[src/rtl/lsu_byte_sequencer.sv]
// lsu_byte_sequencer
//   Load/store initiator for a byte-wide data memory. Accepts one RV32I-style
//   load/store, issues one byte access per cycle (lowest address first),
//   reassembles load bytes with sign/zero extension and returns one response.
// Ports
//   clk, rst                  clock, synchronous active-high reset
//   req_valid/req_ready       request handshake (ready only while idle)
//   req_we, req_funct3        1=store; 000 B, 001 H, 010 W, 100 BU, 101 HU
//   req_addr, req_wdata       byte address, store data (bytes from [7:0] up)
//   resp_valid                one-cycle completion pulse
//   resp_rdata, resp_fault    extended load data (0 for stores/faults), fault flag
//   mem_read, mem_write       byte strobes, only one active at a time
//   mem_addr, mem_wdata       current byte address and store byte
//   mem_rdata                 read byte, combinational from mem_addr
module lsu_byte_sequencer #(
  parameter bit ALIGN_CHECK = 1'b1
) (
  input  logic        clk,
  input  logic        rst,
  input  logic        req_valid,
  output logic        req_ready,
  input  logic        req_we,
  input  logic [2:0]  req_funct3,
  input  logic [31:0] req_addr,
  input  logic [31:0] req_wdata,
  output logic        resp_valid,
  output logic [31:0] resp_rdata,
  output logic        resp_fault,
  output logic        mem_read,
  output logic        mem_write,
  output logic [31:0] mem_addr,
  output logic [7:0]  mem_wdata,
  input  logic [7:0]  mem_rdata
);

  typedef enum logic [1:0] {IDLE, ACCESS, RESP} state_t;

  state_t      state;
  logic        we;
  logic [2:0]  funct3;
  logic [31:0] wdata;
  logic [31:0] asm_q;
  logic [1:0]  k;
  logic [1:0]  last;

  logic        illegal, misalign;
  logic [1:0]  req_last;
  logic [1:0]  k_nxt;
  logic [31:0] asm_nxt;

  // Request decode, evaluated on the live request bus while idle.
  always_comb begin
    illegal  = (req_funct3 == 3'b011) || (req_funct3[2:1] == 2'b11) ||
               (req_we && req_funct3[2]);
    misalign = ALIGN_CHECK &&
               (((req_funct3[1:0] == 2'b01) && req_addr[0]) ||
                ((req_funct3[1:0] == 2'b10) && (req_addr[1:0] != 2'b00)));
    case (req_funct3[1:0])
      2'b00:   req_last = 2'd0;
      2'b01:   req_last = 2'd1;
      default: req_last = 2'd3;
    endcase
  end

  // Assembly register with the byte arriving this cycle merged in, so the
  // final byte can feed the response without an extra cycle.
  always_comb begin
    k_nxt   = k + 2'd1;
    asm_nxt = asm_q;
    asm_nxt[8*k +: 8] = mem_rdata;
  end

  function automatic logic [31:0] extend(input logic [2:0] f3, input logic [31:0] d);
    case (f3)
      3'b000:  extend = {{24{d[7]}}, d[7:0]};
      3'b100:  extend = {24'h0, d[7:0]};
      3'b001:  extend = {{16{d[15]}}, d[15:0]};
      3'b101:  extend = {16'h0, d[15:0]};
      default: extend = d;
    endcase
  endfunction

  always_ff @(posedge clk) begin
    if (rst) begin
      state      <= IDLE;
      req_ready  <= 1'b1;
      resp_valid <= 1'b0;
      resp_rdata <= '0;
      resp_fault <= 1'b0;
      mem_read   <= 1'b0;
      mem_write  <= 1'b0;
      mem_addr   <= '0;
      mem_wdata  <= '0;
      we         <= 1'b0;
      funct3     <= '0;
      wdata      <= '0;
      asm_q      <= '0;
      k          <= '0;
      last       <= '0;
    end else begin
      case (state)
        IDLE: begin
          if (req_valid) begin
            we        <= req_we;
            funct3    <= req_funct3;
            wdata     <= req_wdata;
            last      <= req_last;
            req_ready <= 1'b0;
            if (illegal || misalign) begin
              state      <= RESP;
              resp_valid <= 1'b1;
              resp_fault <= 1'b1;
              resp_rdata <= '0;
            end else begin
              state     <= ACCESS;
              asm_q     <= '0;
              k         <= '0;
              mem_read  <= !req_we;
              mem_write <= req_we;
              mem_addr  <= req_addr;
              mem_wdata <= req_wdata[7:0];
            end
          end
        end
        ACCESS: begin
          if (!we) asm_q <= asm_nxt;
          if (k == last) begin
            state      <= RESP;
            mem_read   <= 1'b0;
            mem_write  <= 1'b0;
            resp_valid <= 1'b1;
            resp_rdata <= we ? 32'h0 : extend(funct3, asm_nxt);
          end else begin
            k         <= k_nxt;
            mem_addr  <= mem_addr + 32'd1;   // wraps naturally mod 2^32
            mem_wdata <= wdata[8*k_nxt +: 8];
          end
        end
        RESP: begin
          state      <= IDLE;
          req_ready  <= 1'b1;
          resp_valid <= 1'b0;
          resp_rdata <= '0;
          resp_fault <= 1'b0;
        end
        default: state <= IDLE;
      endcase
    end
  end

endmodule
[config.mk]
export PLATFORM = sky130hd
export DESIGN_NAME = lsu_byte_sequencer
export DESIGN_NICKNAME = d
export VERILOG_FILES = /design/src/rtl/lsu_byte_sequencer.sv
export SDC_FILE = /design/constraint.sdc
export NUM_CORES = 1
export LEC_CHECK = 0
export CORE_UTILIZATION = 30
export CTS_BUF_LIST = sky130_fd_sc_hd__clkbuf_2 sky130_fd_sc_hd__clkbuf_4 sky130_fd_sc_hd__clkbuf_8
export DETAILED_ROUTE_END_ITERATION = 7
export PLACE_DENSITY = 0.53
export SYNTH_ARGS = -nofsm -noshare
export SYNTH_HDL_FRONTEND = slang
export SYNTH_SLANG_ARGS = --single-unit
[constraint.sdc]
create_clock -name clk -period 5.8 [get_ports clk]
set_input_delay 1.74 -clock clk [delete_from_list [all_inputs] [get_ports clk]]
set_output_delay 1.74 -clock clk [all_outputs]
set_load 0.005 [all_outputs]
==> results.sh <==
export IMPL_worst_path_max_delay_cell="nor2_1"
export IMPL_ff2ff_path_depth=7
export IMPL_finalCritPeriodShare_pct=66.32
export IMPL_cts_buffers=17
export IMPL_synthAdderAreaFrac_pct=1.054
export IMPL_vias_per_cell=5.146
export IMPL_final_hold_viol_count=0
export IMPL_instances_no_fill=1335
export IMPL_num_rows=56
export IMPL_overflow=0
export IMPL_first_pass_iters=7
export IMPL_place_gp_congestion=0.8537
export IMPL_fin_nets=1088
export IMPL_grt_max_degree=72
export IMPL_setup_slack_ns=1.953
export IMPL_synth_area_leaders="dfxtp_1 42%, nand2_1 8.8%, a21oi_1 8.0%, nor2_1 3.5%, mux4_2 2.5%"
export IMPL_yosysSeqAreaShare_pct=42.44
export IMPL_tns_ns=0
export IMPL_crit_path_max_fanout=14
export IMPL_ioPinCount=156
export IMPL_cts_sinks=151
export IMPL_async_reset_ff_share_pct=0
export IMPL_p_switching_mw=0.7040
export IMPL_cts_clk_slew_worst_paths_ns=0.09
export IMPL_final_common_cell="nand2_1"
export IMPL_sequentialPowerShare_pct=49.8
export IMPL_drt_initial_drc_count=361
export IMPL_place_ws_ns=1.462
export IMPL_fin_area_um2=9280
export IMPL_final_cell_mix="167 x nand2_1, 154 x clkdlybuf4s50_1, 151 x dfxtp_1, 114 x a21oi_1, 67 x nor2_1"
export IMPL_synth_compound_area_share_pct=23.06
export IMPL_worst_setup_path_type="in -> reg"
export IMPL_crit_path_max_incr_delay_ns=0.78
export IMPL_dp_cells=1303
export IMPL_hp_start="req_ready"
export IMPL_crit_path_end_kind="register"
export IMPL_p_per_area_nw_per_um2=244.9
export IMPL_power_leakage_nw=3.214
export IMPL_vias=6870
export IMPL_post_cts_resized=0
export IMPL_synth_seq_cells=151
export IMPL_drc=0
export IMPL_muxShareOfSynthArea_pct=3.935
export IMPL_cts_buffer_depth=2
export IMPL_cp_depth=7
export IMPL_p_total_mw=2.273
export IMPL_totalWireLength_mm=22.79
export IMPL_nFillCells=2486
export IMPL_comb_power_share_pct=15.7
export IMPL_cp_buffers_inverters=2
export IMPL_htree_levels=4
export IMPL_drtAntennaViolNets=0
export IMPL_synth_distinct_cells=70
export IMPL_syn_nets=966
export IMPL_ctsHoldBuffers=0
export IMPL_synthFlopType="dfxtp_1"
export IMPL_synth_area_um2=7123
export IMPL_drive_above_1_share_pct=7.185
export IMPL_fmax_mhz=260.0
export IMPL_intPower_mw=1.569
export IMPL_hold_path_class="reg -> reg"
export IMPL_initial_core_util_pct=30.44
export IMPL_wl_per_cell_um=17.07
export IMPL_die_y_um=156.1
export IMPL_clkLatencyLatePin_ns=0.47
export IMPL_cts_tree="yes"
export IMPL_worstPathRequired_ns=6.16
export IMPL_max_slew_margin_pct=31.19
export IMPL_synth_top_family_by_area="simple AND/OR/NAND/NOR gates"
export IMPL_maxCapViolCount=0
export IMPL_grt_pass1_vias=6457
export IMPL_fin_hold_ws_ns=0.4508
export IMPL_syn_area_per_cell_um2=8.085
export IMPL_switching_share_pct=30.98
export IMPL_ir_drop_mv=0.1232
export IMPL_clock_skew_ns=0.01988
export IMPL_grt_setup_unrepaired="no"
export IMPL_track_usage_pct=18.82
export IMPL_synth_xor_area_share_pct=0.4918
export IMPL_synthCells=881
export IMPL_worstPathArrival_ns=4.21
export IMPL_worstHoldPathCells=2
export IMPL_root_buffer="clkbuf_8"
export IMPL_synth_edf_count=0
export IMPL_timing_rr_start="state[1]"
export IMPL_dieArea_um2=24360
export IMPL_place_area_um2=8911
export IMPL_grt_first_pass_wirelength_mm=35.78
export IMPL_path_common_cell="nor2_1"
export IMPL_crit_family="buffers and inverters"
export IMPL_yosys_area_top_type="dfxtp_1"
export IMPL_clkPwrFrac_pct=34.5
export IMPL_syn_to_final_growth_pct=30.28
export IMPL_synthSimpleGateAreaFrac_pct=24.40
export IMPL_io_buffers=155
export IMPL_die_x_um=156.1
export IMPL_hpwlAfterDp_mm=15.35
export IMPL_num_antenna_cells=0
export IMPL_crit_start="req_funct3[0]"
export IMPL_status="completed"
export IMPL_cts_setup_buffers=0
export IMPL_antenna_found_initial=0
export IMPL_worstPathCellList="clkdlybuf4s50_1, a221oi_2, o21a_1, nor2_1, buf_4, nor2_1, o221a_2"
export IMPL_fin_util_pct=39.65
export IMPL_post_synth_top_area_fraction_pct=42.44
export IMPL_yosysWarnings=0
export IMPL_setup_viol=0
export IMPL_start_kind="input pin"
export IMPL_worst_slew_pin_slew_ns=1.018
export IMPL_core_um2=23400
export IMPL_slew_viol_final=0
export IMPL_period_minus_slack_ns=3.847
## state kept, by name, summed over array words and instances (netlist names), 2 cells and up
signal / flops
resp_rdata: 32
k: 2
funct3: 3
mem_wdata: 8
wdata: 32
asm_q: 32
mem_addr: 32
state: 2
last: 2
## synthesized netlist by cell type (4+ instances only)
cell	instances
o21ai_0	27
nor2_1	67
a311oi_1	10
inv_1	18
o22ai_1	6
a31oi_1	5
or3_1	11
mux4_2	8
a22oi_1	12
a211oi_1	7
a31o_2	6
ha_1	6
nor3_1	17
nand3_1	30
o31a_1	4
nor2b_1	20
nand2b_1	9
nand4_1	14
nor3b_1	4
nand2_1	167
a21o_1	6
a211o_1	9
a221o_1	8
o21a_1	4
buf_2	14
dfxtp_1	151
o32ai_1	4
and2_1	4
clkbuf_1	42
mux2i_1	10
nor4_1	6
buf_1	4
a21oi_1	114
## tightest hold or removal path: stages (launching register included)
cell	delay [ns]
dfxtp_1	0.32
nand2_1	0.05
nand2_1	0.04
## cells by family after synthesis
| logic type | Yosys count |
|---|---|
| and+or+nand+nor | 370 |
| DFF | 151 |
| adders and majority gates | 6 |
| muxes | 18 |
| AOI/OAI and AO/OA | 252 |
| buffers and inverters | 80 |
| xor gates and xnor gates | 4 |
## worst paths after layout
| check | endpoint | slack, ns |
|---|---|---|
| max | mem_addr[9] | 1.95 |
| min | req_ready | 0.45 |
| max reg2reg | mem_addr[9] | 2.63 |
| min reg2reg | req_ready | 0.45 |
## layer usage
| layer | vias up | GRT usage [%] | wire length, um |
|---|---|---|---|
| met1 | 3242 | 25.76 | 10870 |
| met2 | 207 | 30.00 | 10290 |
| met3 | 22 | 3.889 | 1395 |
| met4 | 0 | 4.715 | 235 |
| met5 | - | 0 | 0 |
| li1 | 3399 | - | - |
## power by group through the flow
| stage | Clock (mW) | Combinational (mW) | Sequential, mW |
|---|---|---|---|
| final | 0.785 | 0.356 | 1.13 |
| after detailed placement | 0 | 0.358 | 1.16 |
| after CTS | 0.807 | 0.360 | 1.13 |
| after floorplan | 0 | 0.189 | 1.14 |
| after global placement | 0 | 0.359 | 1.16 |
| after global routing | 0.849 | 0.391 | 1.14 |
## layout make-up
cell class	count	area, um^2	share of cell area, %
Timing Repair Buffer	165	1624	17.50
Sequential cell	151	3023	32.57
Inverter	18	67.56	0.7281
Clock buffer	17	234.0	2.521
Clock inverter	15	135.1	1.456
Multi-Input combinational cell	650	3797	40.92
Tap cell	319	399.1	4.301
No activity file was read; power rests on OpenSTA's default activity.
